`config.mk`:
```
export PLATFORM = sky130hd
export DESIGN_NAME = bp_be_late_wb_queue_flat
export DESIGN_NICKNAME = d
export VERILOG_FILES = /design/src/rtl/bp_be_late_wb_queue_pkg.sv /design/src/rtl/bp_be_late_wb_queue_if.sv /design/src/rtl/bp_be_late_wb_queue_mem.sv /design/src/rtl/bp_be_late_wb_queue.sv /design/src/flat_wrapper.sv
export SDC_FILE = /design/constraint.sdc
export NUM_CORES = 1
export LEC_CHECK = 0
export CAP_MARGIN = 15
export CORE_ASPECT_RATIO = 2
export CORE_UTILIZATION = 30
export DETAILED_ROUTE_END_ITERATION = 10
export PLACE_DENSITY_LB_ADDON = 0.25
export SYNTH_ARGS = -nofsm -noshare
export SYNTH_HDL_FRONTEND = slang
export SYNTH_HIERARCHICAL = 1
export SYNTH_SLANG_ARGS = --single-unit
```
`constraint.sdc`:
```
create_clock -name clk_i -period 15.2 [get_ports clk_i]
set_input_delay 3.04 -clock clk_i [delete_from_list [all_inputs] [get_ports clk_i]]
set_output_delay 3.04 -clock clk_i [all_outputs]
set_load 0.005 [all_outputs]
```
`src/rtl/bp_be_late_wb_queue_pkg.sv`:
```
// Shared types and default sizing for the backend late-writeback queue.
// Holds the entry layout and the depth and width defaults.
package bp_be_late_wb_queue_pkg;

    localparam int LWB_DEFAULT_ELS   = 4;
    localparam int LWB_DATA_W        = 66;
    localparam int LWB_ADDR_W        = 5;
    localparam int LWB_DEFAULT_SLACK = 1;

    // Default-width entry layout; the queue mirrors this ordering at its own parameter widths
    typedef struct packed {
        logic                  ird_w_v;
        logic                  frd_w_v;
        logic [LWB_ADDR_W-1:0] rd_addr;
        logic [LWB_DATA_W-1:0] rd_data;
    } bp_be_late_wb_entry_s;

endpackage

```
`src/rtl/bp_be_late_wb_queue_if.sv`:
```
// Late-writeback bundle: mem-pipe packet in, int/FP regfile drain ports and PTW bypass out.
// slave is the queue's view; master is the surrounding pipeline's view.
interface bp_be_late_wb_queue_if
    import bp_be_late_wb_queue_pkg::*;
#(
    parameter int data_width_p = LWB_DATA_W,
    parameter int addr_width_p = LWB_ADDR_W
);
    logic                    ird_w_v_i;
    logic                    frd_w_v_i;
    logic                    ptw_w_v_i;
    logic [addr_width_p-1:0] rd_addr_i;
    logic [data_width_p-1:0] rd_data_i;
    logic                    v_i;
    logic                    full_o;
    logic                    empty_o;
    logic                    iwb_v_o;
    logic [addr_width_p-1:0] iwb_addr_o;
    logic [data_width_p-1:0] iwb_data_o;
    logic                    iwb_yumi_i;
    logic                    fwb_v_o;
    logic [addr_width_p-1:0] fwb_addr_o;
    logic [data_width_p-1:0] fwb_data_o;
    logic                    fwb_yumi_i;
    logic                    ptw_v_o;
    logic [data_width_p-1:0] ptw_data_o;

    modport slave (
        input  ird_w_v_i, frd_w_v_i, ptw_w_v_i, rd_addr_i, rd_data_i, v_i,
        input  iwb_yumi_i, fwb_yumi_i,
        output full_o, empty_o,
        output iwb_v_o, iwb_addr_o, iwb_data_o,
        output fwb_v_o, fwb_addr_o, fwb_data_o,
        output ptw_v_o, ptw_data_o
    );

    modport master (
        output ird_w_v_i, frd_w_v_i, ptw_w_v_i, rd_addr_i, rd_data_i, v_i,
        output iwb_yumi_i, fwb_yumi_i,
        input  full_o, empty_o,
        input  iwb_v_o, iwb_addr_o, iwb_data_o,
        input  fwb_v_o, fwb_addr_o, fwb_data_o,
        input  ptw_v_o, ptw_data_o
    );

endinterface

```
`src/rtl/bp_be_late_wb_queue_mem.sv`:
```
// Entry storage: one synchronous write port, one asynchronous read port.
// Contents are not reset; validity is tracked by the owner's pointers.
module bp_be_late_wb_queue_mem #(
    parameter  int width_p = 73,
    parameter  int els_p   = 4,
    localparam int LG_ELS  = $clog2(els_p)
) (
    input  logic               clk_i,
    input  logic               w_v_i,
    input  logic [LG_ELS-1:0]  w_addr_i,
    input  logic [width_p-1:0] w_data_i,
    input  logic [LG_ELS-1:0]  r_addr_i,
    output logic [width_p-1:0] r_data_o
);

    logic [width_p-1:0] r_mem [els_p];

    always_ff @(posedge clk_i) begin
        if (w_v_i) begin
            r_mem[w_addr_i] <= w_data_i;
        end
    end

    assign r_data_o = r_mem[r_addr_i];

endmodule

```
`src/rtl/bp_be_late_wb_queue.sv`:
```
// Late-writeback queue: buffers late int/FP results in order, steers the head to the
// matching regfile port and bypasses PTW results straight through.
module bp_be_late_wb_queue
    import bp_be_late_wb_queue_pkg::*;
#(
    parameter int els_p        = LWB_DEFAULT_ELS,
    parameter int data_width_p = LWB_DATA_W,
    parameter int addr_width_p = LWB_ADDR_W,
    parameter int full_slack_p = LWB_DEFAULT_SLACK
) (
    input  logic                        clk_i,
    input  logic                        reset_i,
    bp_be_late_wb_queue_if.slave        lwb
);

    localparam int LG_ELS  = $clog2(els_p);
    localparam int ENTRY_W = 2 + addr_width_p + data_width_p;

    localparam logic [LG_ELS-1:0] PTR_ONE     = LG_ELS'(1);
    localparam logic [LG_ELS:0]   CNT_ONE     = (LG_ELS + 1)'(1);
    localparam logic [LG_ELS:0]   CNT_FULL    = (LG_ELS + 1)'(els_p);
    localparam logic [LG_ELS:0]   FULL_THRESH = (LG_ELS + 1)'(els_p - full_slack_p);

    typedef struct packed {
        logic                    ird_w_v;
        logic                    frd_w_v;
        logic [addr_width_p-1:0] rd_addr;
        logic [data_width_p-1:0] rd_data;
    } entry_t;

    logic [LG_ELS-1:0] r_head;
    logic [LG_ELS-1:0] r_tail;
    logic [LG_ELS:0]   r_count;

    logic               w_enq;
    logic               w_deq;
    logic               w_empty;
    logic               w_iwb_v;
    logic               w_fwb_v;
    entry_t             w_wr_entry;
    entry_t             w_head;
    logic [ENTRY_W-1:0] w_rd_data;

    // PTW-only or flagless packets never occupy an entry
    assign w_enq   = lwb.v_i & (lwb.ird_w_v_i | lwb.frd_w_v_i);
    assign w_empty = (r_count == '0);
    assign w_iwb_v = ~w_empty & w_head.ird_w_v;
    assign w_fwb_v = ~w_empty & w_head.frd_w_v;
    assign w_deq   = (w_iwb_v & lwb.iwb_yumi_i) | (w_fwb_v & lwb.fwb_yumi_i);

    assign w_wr_entry = '{ird_w_v: lwb.ird_w_v_i,
                          frd_w_v: lwb.frd_w_v_i,
                          rd_addr: lwb.rd_addr_i,
                          rd_data: lwb.rd_data_i};

    bp_be_late_wb_queue_mem #(
        .width_p (ENTRY_W),
        .els_p   (els_p)
    ) u_mem (
        .clk_i    (clk_i),
        .w_v_i    (w_enq),
        .w_addr_i (r_tail),
        .w_data_i (w_wr_entry),
        .r_addr_i (r_head),
        .r_data_o (w_rd_data)
    );

    assign w_head = w_rd_data;

    always_ff @(posedge clk_i) begin
        if (reset_i) begin
            r_head  <= '0;
            r_tail  <= '0;
            r_count <= '0;
        end else begin
            if (w_enq) r_tail <= r_tail + PTR_ONE;
            if (w_deq) r_head <= r_head + PTR_ONE;
            case ({w_enq, w_deq})
                2'b10:   r_count <= r_count + CNT_ONE;
                2'b01:   r_count <= r_count - CNT_ONE;
                default: r_count <= r_count;
            endcase
        end
    end

    // Slack below capacity lets one already-issued late op land after full_o rises
    assign lwb.full_o     = (r_count >= FULL_THRESH);
    assign lwb.empty_o    = w_empty;
    assign lwb.iwb_v_o    = w_iwb_v;
    assign lwb.iwb_addr_o = w_head.rd_addr;
    assign lwb.iwb_data_o = w_head.rd_data;
    assign lwb.fwb_v_o    = w_fwb_v;
    assign lwb.fwb_addr_o = w_head.rd_addr;
    assign lwb.fwb_data_o = w_head.rd_data;
    assign lwb.ptw_v_o    = lwb.v_i & lwb.ptw_w_v_i;
    assign lwb.ptw_data_o = lwb.rd_data_i;

    always_ff @(posedge clk_i) begin
        if (!reset_i) begin
            assert (!(lwb.iwb_yumi_i && !w_iwb_v));
            assert (!(lwb.fwb_yumi_i && !w_fwb_v));
            assert (!(w_enq && (r_count == CNT_FULL)));
            assert (!(w_iwb_v && w_fwb_v));
        end
    end

endmodule

```
`src/flat_wrapper.sv`:
```
// flat-port wrapper written by rule: the top's interface ports become plain ports
module bp_be_late_wb_queue_flat import bp_be_late_wb_queue_pkg::*;
#(
    parameter int els_p        = LWB_DEFAULT_ELS,
    parameter int data_width_p = LWB_DATA_W,
    parameter int addr_width_p = LWB_ADDR_W,
    parameter int full_slack_p = LWB_DEFAULT_SLACK
)
  (clk_i, reset_i, lwb_ird_w_v_i, lwb_frd_w_v_i, lwb_ptw_w_v_i, lwb_rd_addr_i, lwb_rd_data_i, lwb_v_i, lwb_iwb_yumi_i, lwb_fwb_yumi_i, lwb_full_o, lwb_empty_o, lwb_iwb_v_o, lwb_iwb_addr_o, lwb_iwb_data_o, lwb_fwb_v_o, lwb_fwb_addr_o, lwb_fwb_data_o, lwb_ptw_v_o, lwb_ptw_data_o);
  bp_be_late_wb_queue_if #(.data_width_p(data_width_p), .addr_width_p(addr_width_p)) lwb_i ();
  input  logic clk_i;
  input  logic reset_i;
  input wire logic [$bits(lwb_i.ird_w_v_i)-1:0] lwb_ird_w_v_i;
  input wire logic [$bits(lwb_i.frd_w_v_i)-1:0] lwb_frd_w_v_i;
  input wire logic [$bits(lwb_i.ptw_w_v_i)-1:0] lwb_ptw_w_v_i;
  input wire logic [$bits(lwb_i.rd_addr_i)-1:0] lwb_rd_addr_i;
  input wire logic [$bits(lwb_i.rd_data_i)-1:0] lwb_rd_data_i;
  input wire logic [$bits(lwb_i.v_i)-1:0] lwb_v_i;
  input wire logic [$bits(lwb_i.iwb_yumi_i)-1:0] lwb_iwb_yumi_i;
  input wire logic [$bits(lwb_i.fwb_yumi_i)-1:0] lwb_fwb_yumi_i;
  output wire logic [$bits(lwb_i.full_o)-1:0] lwb_full_o;
  output wire logic [$bits(lwb_i.empty_o)-1:0] lwb_empty_o;
  output wire logic [$bits(lwb_i.iwb_v_o)-1:0] lwb_iwb_v_o;
  output wire logic [$bits(lwb_i.iwb_addr_o)-1:0] lwb_iwb_addr_o;
  output wire logic [$bits(lwb_i.iwb_data_o)-1:0] lwb_iwb_data_o;
  output wire logic [$bits(lwb_i.fwb_v_o)-1:0] lwb_fwb_v_o;
  output wire logic [$bits(lwb_i.fwb_addr_o)-1:0] lwb_fwb_addr_o;
  output wire logic [$bits(lwb_i.fwb_data_o)-1:0] lwb_fwb_data_o;
  output wire logic [$bits(lwb_i.ptw_v_o)-1:0] lwb_ptw_v_o;
  output wire logic [$bits(lwb_i.ptw_data_o)-1:0] lwb_ptw_data_o;
  assign lwb_i.ird_w_v_i = lwb_ird_w_v_i;
  assign lwb_i.frd_w_v_i = lwb_frd_w_v_i;
  assign lwb_i.ptw_w_v_i = lwb_ptw_w_v_i;
  assign lwb_i.rd_addr_i = lwb_rd_addr_i;
  assign lwb_i.rd_data_i = lwb_rd_data_i;
  assign lwb_i.v_i = lwb_v_i;
  assign lwb_i.iwb_yumi_i = lwb_iwb_yumi_i;
  assign lwb_i.fwb_yumi_i = lwb_fwb_yumi_i;
  assign lwb_full_o = lwb_i.full_o;
  assign lwb_empty_o = lwb_i.empty_o;
  assign lwb_iwb_v_o = lwb_i.iwb_v_o;
  assign lwb_iwb_addr_o = lwb_i.iwb_addr_o;
  assign lwb_iwb_data_o = lwb_i.iwb_data_o;
  assign lwb_fwb_v_o = lwb_i.fwb_v_o;
  assign lwb_fwb_addr_o = lwb_i.fwb_addr_o;
  assign lwb_fwb_data_o = lwb_i.fwb_data_o;
  assign lwb_ptw_v_o = lwb_i.ptw_v_o;
  assign lwb_ptw_data_o = lwb_i.ptw_data_o;
  bp_be_late_wb_queue #(.els_p(els_p), .data_width_p(data_width_p), .addr_width_p(addr_width_p), .full_slack_p(full_slack_p)) u_core (.clk_i(clk_i), .reset_i(reset_i), .lwb(lwb_i));
endmodule
```
==> results_dict.tcl <==
set metrics [dict create \
    status "completed" \
    die_area_um2 41000 \
    grt_pass1_vias 6102 \
    critPathArrivalTime_ns 4.21 \
    drt-vias-per-instance 4.38 \
    num_vias 5630 \
    fin_tns_setup_ns 0 \
    portBuffers 291 \
    cpMostUsedCell "clkdlybuf4s50_1" \
    critPathLaunch "lwb_v_i" \
    start_util_pct 30.4 \
    cts_buffers 27 \
    drive_gt1_share_pct 16.5 \
    clkTransAtPathRegs_ns 0.06 \
    internal_power_mw 1.68 \
    postCtsResizedCells 0 \
    grt_antenna_before_repair 0 \
    max_cap_viol_count 0 \
    cp_cell_sequence "clkdlybuf4s50_1 -> and2_1 -> clkdlybuf4s50_1" \
    r2r-start "u_core/r_head[0]" \
    dp_slack_ns 7.94 \
    drt_pass1_iterations 6 \
    cp_slowest_cell "clkdlybuf4s50_1" \
    max_freq_mhz 138 \
    use_met2_pct 25.2 \
    yosysMostFrequentCell "edfxtp_1" \
    num_rows 103 \
    ys_ff_latch 299 \
    grt-ovfl-total 0 \
    syn2layout_area_growth_pct 27.4 \
    cts_hold_buf 0 \
    p_sw_share_pct 24.3 \
    leakage_nw 4.80 \
    syn_area_per_cell_um2 21.3 \
    cts_root_buffer "clkbuf_16" \
    slew_headroom_pct 35.4 \
    drc_errors 0 \
    post_drt_wl_per_cell_um 19.9 \
    layout_min_cycle_time_ns 7.25 \
    start_kind "input pin" \
    cp_slowest_stage_delay_ns 0.52 \
    ant_nets 0 \
    crit_path_end_kind "primary output" \
    synthesis.area_um2 12000 \
    worstPathMaxFanout 3 \
    antennaDiodeCount 0 \
    grt_usage_pct 12.5 \
    clock-sinks 299 \
    worst_slack_ns 7.95 \
    syn_inst 564 \
    worst_ir_drop_vdd_v 0.0000901 \
    holdWs_ns 0.523 \
    io_pins 292 \
    crit_buf_inv 2 \
    clock_path_buffers 3 \
    hp-start "u_core/r_count[2]" \
    worst_slew_pin_slew_ns 0.969 \
    die_h_um 285 \
    hold_violations 0 \
    die_w_um 144 \
    clkLatencyLatePin_ns 0.56 \
    synth_top_area_cell "edfxtp_1" \
    synth_nets 645 \
    drt_iter0_drc 198 \
    grt_pass1_wl_um 37300 \
    gp_congestion 0.661 \
    top_usage_layer "met2" \
    synthTopCellsByCount "edfxtp_1 (292), buf_4 (137), mux4_2 (72)" \
    grt_max_degree 51 \
    seq_power_share_pct 43.9 \
    synth-async-reset-ratio_pct 0 \
    multi_input_area_um2 1900 \
    clockPowerShare_pct 30.2 \
    ys.flop_type "edfxtp_1" \
    nets 819 \
    grtUsageMet3_pct 1.58 \
    setup_violations 0 \
    hold_class "reg2reg" \
    slew_viol_final 0 \
    synth.area.top_cells "edfxtp_1 (73%), mux4_2 (13%), buf_4 (8.5%)" \
    cp.required_ns 12.16 \
    post_cts_buffers 0 \
    crit_family "buffers and inverters" \
    cts_tree "done" \
    power_density_nw_per_um2 145 \
    post-route-period-util_pct 47.7 \
    hpwl_um 16600 \
    cts_max_level 1 \
    synth_edf_count 292 \
    synth_cell_types 28 \
    crit_type "in2out" \
    p_switching_uw 540 \
    combPwrFrac_pct 25.8 \
    use_met1_pct 12.6 \
    grt_setup_unrepaired "no" \
    core_area_um2 39600 \
    synth.top_cell.area_share_pct 72.9 \
    fillCellCount 3624 \
    synth_warnings 6 \
    wl_um 25500 \
    yosysSeqAreaShare_pct 74.1 \
    finClkSkew_ns 0.0341 \
    seq_area_um2 8920 \
]
-- metrics by stage --
| step | area (um^2) | power [mW] | instances | utilization [%] |
|---|---|---|---|---|
| finish | 15300 | 2.22 | 1284 | 38.7 |
| global route | 15300 | 2.33 | 1284 | 38.7 |
| CTS | 15300 | 2.27 | 1284 | 38.7 |
| detailed placement | 14500 | 1.59 | 1234 | 36.5 |
| global placement | 14500 | 1.59 | 1234 | 36.5 |
| floorplan | 12000 | 1.34 | 564 | - |
-- registers in the layout, indices dropped and copies added, names as in the netlist --
name,cells
u_core/u_mem/r_mem,292
u_core/r_head,2
u_core/r_tail,2
u_core/r_count,3
-- layer usage --
metal / up-vias / share of wire, %
met2: 185 / 59
li1: 2461 / -
met3: 39 / 4.1
met1: 2945 / 34
met4: 0 / 2.5
met5: - / 0
-- cell usage in the layout, fill, tap and decap left out --
master	n
dfxtp_1	5
clkinvlp_4	1
edfxtp_1	292
a21o_1	1
buf_4	7
and3_4	1
mux4_1	1
clkbuf_1	4
inv_1	5
nor3b_2	1
a22oi_1	1
bufinv_16	3
or3_1	2
nor3_2	1
clkdlybuf4s50_1	291
or4_1	1
mux4_2	72
dfxtp_4	2
inv_6	1
a21oi_1	4
clkinv_1	7
clkinv_2	5
o211ai_1	1
o21ai_0	3
nor2_1	6
xor2_1	4
fa_1	1
and2_1	1
o31ai_1	1
clkinv_4	2
ha_1	1
clkbuf_16	27
and3b_4	2
nor2b_1	2
-- path summary, 6_finish.rpt --
check	end	slack [ns]	depth (start not counted)
setup / recovery	lwb_ptw_v_o	7.95	3
hold / removal	u_core/r_count[2]	0.52	2
setup reg to reg	u_core/r_count[2]	11.15	10
hold reg to reg	u_core/r_count[2]	0.52	2
-- final cells by class --
class,count,share of cell area [%]
Timing Repair Buffer,298,19.4
Sequential cell,299,58.2
Clock inverter,19,1.14
Multi-Input combinational cell,107,12.4
Tap cell,525,4.29
Inverter,5,0.122
Clock buffer,31,4.51
-- power groups by stage --
stage	registers (mW)	logic [mW]	clock network, mW
CTS	0.980	0.595	0.696
global route	0.984	0.620	0.724
global placement	0.997	0.590	0
finish	0.977	0.574	0.672
floorplan	0.971	0.370	0
detailed placement	0.998	0.592	0
-- tightest hold or removal path: stages, from the launching register on --
cell and delay [ns]:
dfxtp_1 0.34, o21ai_0 0.08, a21oi_1 0.06
-- cell families after synthesis --
kind of cell | count (synthesis) | share of synthesized area, %
xor gates and xnor gates | 4 | 0.291
AOI/OAI and AO/OA | 11 | 0.541
buffers and inverters | 158 | 10.3
muxes | 73 | 13.7
DFF | 299 | 74.1
and+or+nand+nor | 17 | 0.853
adders and majority gates | 2 | 0.270
Power figures use the tool's default switching activity.
